**src/rtl/inst_buffer_pkg.sv**
```systemverilog
// Shared types and helpers for the instruction buffer between fetch and dispatch.
package inst_buffer_pkg;

  localparam int unsigned IB_N    = 2;   // lanes in / lanes out per cycle
  localparam int unsigned IB_SZ   = 16;  // default buffer depth (power of two)
  localparam int unsigned IB_XLEN = 32;  // instruction / PC width

  // One buffered instruction with its fetch PC and predicted next PC.
  typedef struct packed {
    logic [IB_XLEN-1:0] inst;
    logic [IB_XLEN-1:0] pc;
    logic [IB_XLEN-1:0] npc;
  } ib_entry_t;

  // Number of set bits in a lane-valid mask.
  function automatic int unsigned popcount(input logic [31:0] v);
    int unsigned c;
    c = 0;
    for (int i = 0; i < 32; i++) c += 32'(v[i]);
    return c;
  endfunction

  // True when v is a prefix mask (contiguous ones from bit 0 upward).
  function automatic logic is_prefix(input logic [31:0] v);
    return (v & (v + 32'd1)) == 32'd0;
  endfunction

endpackage

```
**src/rtl/inst_buffer_if.sv**
```systemverilog
// Fetch-side and dispatch-side lane bundle of the instruction buffer.
// master: fetch/dispatch environment, slave: the buffer itself.
interface inst_buffer_if
  import inst_buffer_pkg::*;
#(
  parameter int unsigned N     = IB_N,
  parameter int unsigned DEPTH = IB_SZ,
  parameter int unsigned XLEN  = IB_XLEN
) ();

  localparam int unsigned CNT_W = $clog2(DEPTH + 1);

  logic [N-1:0]      if_valid;
  logic [N*XLEN-1:0] if_inst;
  logic [N*XLEN-1:0] if_pc;
  logic [N*XLEN-1:0] if_npc;
  logic              ib_ready;
  logic              structural_hazard;
  logic              squash;
  logic [N-1:0]      id_valid;
  logic [N*XLEN-1:0] id_inst;
  logic [N*XLEN-1:0] id_pc;
  logic [N*XLEN-1:0] id_npc;
  logic [CNT_W-1:0]  ib_count;

  modport master (
    output if_valid, if_inst, if_pc, if_npc, structural_hazard, squash,
    input  ib_ready, id_valid, id_inst, id_pc, id_npc, ib_count
  );

  modport slave (
    input  if_valid, if_inst, if_pc, if_npc, structural_hazard, squash,
    output ib_ready, id_valid, id_inst, id_pc, id_npc, ib_count
  );

endinterface

```
**src/rtl/inst_buffer.sv**
```systemverilog
// Circular instruction queue between fetch and the ooo dispatch stage.
// Accepts up to N lanes per cycle, presents up to N oldest-first, holds on
// structural_hazard and flushes on squash.
// Optional feature: define IB_BYPASS_EN for a 0-cycle fetch-to-dispatch path
// when the buffer is empty.
module inst_buffer
  import inst_buffer_pkg::*;
#(
  parameter int unsigned N     = IB_N,
  parameter int unsigned DEPTH = IB_SZ
) (
  input  logic         clock,
  input  logic         reset,
  inst_buffer_if.slave bus
);

  localparam int unsigned XLEN  = IB_XLEN;
  localparam int unsigned PTR_W = $clog2(DEPTH);
  localparam int unsigned CNT_W = $clog2(DEPTH + 1);
  localparam logic [CNT_W-1:0] N_C       = CNT_W'(N);
  localparam logic [CNT_W-1:0] READY_MAX = CNT_W'(DEPTH - N);

  ib_entry_t        mem [DEPTH];
  logic [PTR_W-1:0] head;
  logic [PTR_W-1:0] tail;
  logic [CNT_W-1:0] count;

  logic             ready_c;
  logic [CNT_W-1:0] enq_cnt;
  logic [CNT_W-1:0] deq_cnt;
  ib_entry_t        fetch_lane [N];
  ib_entry_t        out_lane [N];
  logic [N-1:0]     out_valid;

`ifdef IB_BYPASS_EN
  logic bypass_c;
  // Empty buffer and no flush: fetch lanes go straight to dispatch.
  assign bypass_c = (count == '0) && !bus.squash;
`endif

  // Room for a full fetch group, judged on registered occupancy only.
  assign ready_c = (count <= READY_MAX);

  // Unpack the flat fetch lanes into entries.
  always_comb begin
    for (int i = 0; i < N; i++) begin
      fetch_lane[i] = '{inst: bus.if_inst[i*XLEN +: XLEN],
                        pc:   bus.if_pc[i*XLEN +: XLEN],
                        npc:  bus.if_npc[i*XLEN +: XLEN]};
    end
  end

  // Per-cycle enqueue and dequeue amounts.
  always_comb begin
    enq_cnt = '0;
    deq_cnt = '0;
    if (ready_c) enq_cnt = CNT_W'(popcount(32'(bus.if_valid)));
`ifdef IB_BYPASS_EN
    // Bypassed lanes that dispatch accepts are never written.
    if (bypass_c && !bus.structural_hazard) enq_cnt = '0;
`endif
    if (!bus.structural_hazard && !bus.squash) deq_cnt = (count < N_C) ? count : N_C;
  end

  // Head/tail/occupancy; squash empties the queue and drops this cycle's enqueue.
  always_ff @(posedge clock or posedge reset) begin
    if (reset) begin
      head  <= '0;
      tail  <= '0;
      count <= '0;
    end else if (bus.squash) begin
      head  <= '0;
      tail  <= '0;
      count <= '0;
    end else begin
      head  <= head + PTR_W'(deq_cnt);
      tail  <= tail + PTR_W'(enq_cnt);
      count <= count + enq_cnt - deq_cnt;
    end
  end

  // Entry storage; contents are don't-care until counted as occupied.
  always_ff @(posedge clock) begin
    for (int i = 0; i < N; i++) begin
      if (!bus.squash && (CNT_W'(i) < enq_cnt)) mem[tail + PTR_W'(i)] <= fetch_lane[i];
    end
  end

  // Dispatch packet: oldest entries first, blanked during squash.
  always_comb begin
    for (int i = 0; i < N; i++) begin
      out_lane[i]  = mem[head + PTR_W'(i)];
      out_valid[i] = (CNT_W'(i) < count) && !bus.squash;
    end
`ifdef IB_BYPASS_EN
    if (bypass_c) begin
      out_lane  = fetch_lane;
      out_valid = bus.if_valid;
    end
`endif
  end

  // Flatten lanes back onto the dispatch bus.
  for (genvar g = 0; g < N; g++) begin : g_lane
    assign bus.id_inst[g*XLEN +: XLEN] = out_lane[g].inst;
    assign bus.id_pc[g*XLEN +: XLEN]   = out_lane[g].pc;
    assign bus.id_npc[g*XLEN +: XLEN]  = out_lane[g].npc;
  end

  assign bus.id_valid = out_valid;
  assign bus.ib_ready = ready_c;
  assign bus.ib_count = count;

  // Fetch lanes must form a prefix mask.
  a_if_valid_prefix: assert property (@(posedge clock) disable iff (reset)
                                      is_prefix(32'(bus.if_valid)));

endmodule
```
**src/flat_wrapper.sv**
```systemverilog
// flat-port wrapper written by rule: the top's interface ports become plain ports
module inst_buffer_flat import inst_buffer_pkg::*;
#(
  parameter int unsigned N     = IB_N,
  parameter int unsigned DEPTH = IB_SZ
)
  (clock, reset, bus_if_valid, bus_if_inst, bus_if_pc, bus_if_npc, bus_structural_hazard, bus_squash, bus_ib_ready, bus_id_valid, bus_id_inst, bus_id_pc, bus_id_npc, bus_ib_count);
  inst_buffer_if #(.N(N), .DEPTH(DEPTH)) bus_i ();
  input  logic clock;
  input  logic reset;
  input wire logic [$bits(bus_i.if_valid)-1:0] bus_if_valid;
  input wire logic [$bits(bus_i.if_inst)-1:0] bus_if_inst;
  input wire logic [$bits(bus_i.if_pc)-1:0] bus_if_pc;
  input wire logic [$bits(bus_i.if_npc)-1:0] bus_if_npc;
  input wire logic [$bits(bus_i.structural_hazard)-1:0] bus_structural_hazard;
  input wire logic [$bits(bus_i.squash)-1:0] bus_squash;
  output wire logic [$bits(bus_i.ib_ready)-1:0] bus_ib_ready;
  output wire logic [$bits(bus_i.id_valid)-1:0] bus_id_valid;
  output wire logic [$bits(bus_i.id_inst)-1:0] bus_id_inst;
  output wire logic [$bits(bus_i.id_pc)-1:0] bus_id_pc;
  output wire logic [$bits(bus_i.id_npc)-1:0] bus_id_npc;
  output wire logic [$bits(bus_i.ib_count)-1:0] bus_ib_count;
  assign bus_i.if_valid = bus_if_valid;
  assign bus_i.if_inst = bus_if_inst;
  assign bus_i.if_pc = bus_if_pc;
  assign bus_i.if_npc = bus_if_npc;
  assign bus_i.structural_hazard = bus_structural_hazard;
  assign bus_i.squash = bus_squash;
  assign bus_ib_ready = bus_i.ib_ready;
  assign bus_id_valid = bus_i.id_valid;
  assign bus_id_inst = bus_i.id_inst;
  assign bus_id_pc = bus_i.id_pc;
  assign bus_id_npc = bus_i.id_npc;
  assign bus_ib_count = bus_i.ib_count;
  inst_buffer #(.N(N), .DEPTH(DEPTH)) u_core (.clock(clock), .reset(reset), .bus(bus_i));
endmodule
```
**config.mk**
```make
export PLATFORM = sky130hd
export DESIGN_NAME = inst_buffer_flat
export DESIGN_NICKNAME = d
export VERILOG_FILES = /design/src/rtl/inst_buffer_pkg.sv /design/src/rtl/inst_buffer_if.sv /design/src/rtl/inst_buffer.sv /design/src/flat_wrapper.sv
export SDC_FILE = /design/constraint.sdc
export NUM_CORES = 2
export LEC_CHECK = 0
export CAP_MARGIN = 5
export CORE_MARGIN = 2
export CORE_UTILIZATION = 35
export CTS_CLUSTER_SIZE = 16
export DETAILED_ROUTE_END_ITERATION = 12
export SKIP_LAST_GASP = 1
export SYNTH_ARGS = -nofsm -noshare
export SYNTH_HDL_FRONTEND = slang
export SYNTH_SLANG_ARGS = --single-unit
export TNS_END_PERCENT = 5
```
**constraint.sdc**
```tcl
create_clock -name clock -period 15.45 [get_ports clock]
set_input_delay 3.09 -clock clock [delete_from_list [all_inputs] [get_ports clock]]
set_output_delay 3.09 -clock clock [all_outputs]
set_load 0.05 [all_outputs]
```
==> flow_metrics.tcl <==
set metrics [dict create \
    run_status "finished, final reports clean" \
    critPathMaxFanout 67 \
    hpwl_um 172000 \
    final_max_slew_viol_count 0 \
    hold_buffers 0 \
    wl_met1_um 125000 \
    p_sw_share_pct 34.7 \
    critPathKind "register to output port" \
    layout_min_cycle_time_ns 9.51 \
    routed_wl_um 325000 \
    pre_cts_slack_ns 6.76 \
    synthAdderAreaFrac_pct 0.302 \
    ys_types 50 \
    synth_area_mm2 0.0888 \
    tritoncts.num_buffers 178 \
    port_buffers 397 \
    crit_chain "buf_4, buf_4, buf_4, mux4_2, a22oi_1, nand3_1, clkdlybuf4s50_1" \
    drt-wirelength-per-cell_um 36.4 \
    finalNetCount 5606 \
    syn_inst 5332 \
    arrival_ns 6.42 \
    worst_pin_slew_ns 1.21 \
    synth_top_family_by_area "multiplexers" \
    die_area_mm2 0.258 \
    synth_enable_flop_cells 1536 \
    max_stage_delay_ns 0.94 \
    synthSimpleGateAreaFrac_pct 1.45 \
    core_area_mm2 0.252 \
    whs_ns 0.822 \
    root_buffer "clkbuf_16" \
    fp.dieH_um 508 \
    hold_path_class "register to register" \
    drt-initial-drc-count 6905 \
    synth_common_cells "1,536 x edfxtp_1, 1,535 x mux2_2, 768 x mux4_2" \
    cpMostUsedCell "buf_4" \
    io_pins 398 \
    endpoint_kind "output port" \
    yosysTopAreaCellShare_pct 52.0 \
    maxCapViolCount 0 \
    drive_above_1_share_pct 49.1 \
    synth_most_common_cell "edfxtp_1" \
    critPathLaunchType "register" \
    met2_length_um 158000 \
    fill_cells 22900 \
    ctsResizeCount 0 \
    cts_tree "yes" \
    yosys_warnings 0 \
    place_congestion 0.780 \
    rsz0062_at_grt "false" \
    cp.required_ns 12.36 \
    grt_pass1_wl_um 449000 \
    p_per_area_mw_per_mm2 132 \
    grt_pass1_vias 57300 \
    highest_layer "met5" \
    synthesis.nets 5549 \
    ys_ff_latch 1549 \
    max_slew_margin_pct 19.4 \
    via_per_inst 6.35 \
    final_hold_viol_count 0 \
    synth_compound_area_share_pct 3.89 \
    finalCritPeriodShare_pct 61.6 \
    grt_use_total_pct 24.6 \
    synth_seq_area_share_pct 52.3 \
    die_w_um 508 \
    timing.critical_path.buf_inv 4 \
    power_w 0.0134 \
    fin_ws_ns 5.94 \
    synth.area.mux_share_pct 39.0 \
    vias 56600 \
    antenna_found_initial 79 \
    cts_sinks 1549 \
    dr.pass1.iters 5 \
    yosysTopAreaCell "edfxtp_1" \
    clock_latency_ns 0.84 \
    skew_ns 0.0303 \
    internal_power_w 0.00873 \
    cellLeakagePower_nw 31.2 \
    tns_ns 0 \
    combPwrFrac_pct 32.2 \
    clkTransAtPathRegs_ns 0.06 \
    ant_nets 0 \
    netlist_top_cells_area "edfxtp_1 52%, mux4_2 19%, mux2_2 19%" \
    wl_met3_um 28900 \
    dominantRegCellSynth "edfxtp_1" \
    syn2layout_area_growth_pct 14.3 \
    htree_num_levels 4 \
    cpLargestDelayFamily "buffers and inverters" \
    clockPowerShare_pct 31.2 \
    grt_overflow 0 \
    p_seq_share_pct 36.6 \
    initial_core_util_pct 35.2 \
    p_switching_w 0.00464 \
    max_freq_mhz 105 \
    cts_buffer_depth 3 \
    async_reset_ff_share_pct 0.839 \
    ir_drop_mv 0.129 \
    grt_max_degree 135 \
    setup_viol 0 \
    rows 184 \
    slowest_stage "dfrtp_4" \
    syn_avg_cell_area_um2 16.6 \
    remaining_drc_errors 0 \
    synth_xor_area_share_pct 0.0648 \
    postCtsSetupBuffers 0 \
]
state kept, by name, indices dropped and copies added, names as in the netlist:
| name | flops |
|---|---|
| u_core.bus.ib_count | 5 |
| u_core.tail | 4 |
| u_core.mem | 1536 |
| u_core.head | 4 |
placed cells by master (no fill, tap or decap), types with 4 or more instances in the layout:
master,n
nor2_1,12
fa_1,4
o21ai_0,194
clkbuf_1,43
nor2b_1,11
nand3_1,99
clkinv_1,42
mux2_2,1535
clkinvlp_4,6
diode_2,31
mux4_2,768
nor2_4,4
nand2_1,108
clkbuf_16,180
inv_1,14
ha_1,14
a21oi_4,5
a22oi_1,287
a21oi_1,7
clkdlybuf4s50_1,397
clkinv_2,29
edfxtp_1,1536
dfrtp_1,11
buf_4,111
nand2_4,9
clkinv_8,4
bufinv_16,11
inv_6,4
buf_12,13
metal layers:
metal / global-route usage (%) / up-vias
met5: 0 / -
met4: 9.27 / 64
met3: 5.42 / 614
met2: 40.4 / 3023
met1: 31.8 / 30700
li1: - / 22300
worst paths after layout:
| kind | start | end | depth (start not counted) | slack (ns) |
|---|---|---|---|---|
| worst max register to register | u_core.bus.ib_count[4] | u_core.mem[0][82] | 8 | 10.17 |
| worst min register to register | u_core.tail[2] | u_core.tail[2] | 2 | 0.82 |
| worst min-delay path | u_core.tail[2] | u_core.tail[2] | 2 | 0.82 |
| min in group asynchronous | reset | u_core.bus.ib_count[2] | 2 | 2.65 |
| max in group asynchronous | reset | u_core.head[0] | 2 | 12.37 |
| worst max-delay path | u_core.head[0] | bus_id_npc[38] | 7 | 5.94 |
logic make-up after synthesis:
family          Yosys count
compound gates          520
simple gates            277
buf+inv                 658
fa+ha+maj                19
mux                    2304
flops                  1549
xor+xnor                  5
worst reg2reg max path: cells and delay by family, from the launching register on:
kind | cells | cell delay [ns]
adder cells (fa/ha/maj) | 1 | 0.28
buffers and inverters | 3 | 2.05
AND/OR/NAND/NOR | 2 | 1.15
AO/OA/AOI/OAI | 1 | 0.48
multiplexers | 1 | 0.48
flip-flops | 1 | 0.57
power groups by stage:
stage | combinational [W] | sequential, W | clock, W
after floorplan | 0.00277 | 0.00497 | 0
after global placement | 0.00429 | 0.00497 | 0
after detailed placement | 0.00431 | 0.00497 | 0
after CTS | 0.00433 | 0.00489 | 0.00423
after global routing | 0.00448 | 0.00490 | 0.00437
final | 0.00431 | 0.00489 | 0.00417
final cells by class:
| class | count | area, um^2 | area share [%] |
|---|---|---|---|
| Multi-Input combinational cell | 3125 | 40000 | 39.5 |
| Timing Repair Buffer | 521 | 5070 | 4.99 |
| Tap cell | 3348 | 4190 | 4.13 |
| Clock inverter | 102 | 928 | 0.915 |
| Sequential cell | 1549 | 46500 | 45.8 |
| Antenna cell | 31 | 77.6 | 0.0765 |
| Clock buffer | 223 | 4670 | 4.60 |
| Inverter | 14 | 52.6 | 0.0518 |
through the flow:
stage | cell area, um^2 | std cells | util, %
2_1_floorplan | 88800 | 5332 | -
3_3_place_gp | 95800 | 8557 | 38.0
3_5_place_dp | 95800 | 8557 | 38.0
4_1_cts | 101000 | 8882 | 40.3
5_1_grt | 101000 | 8895 | 40.3
6_report | 101000 | 8913 | 40.3
Note: power is estimated with default switching activity, not from simulation.
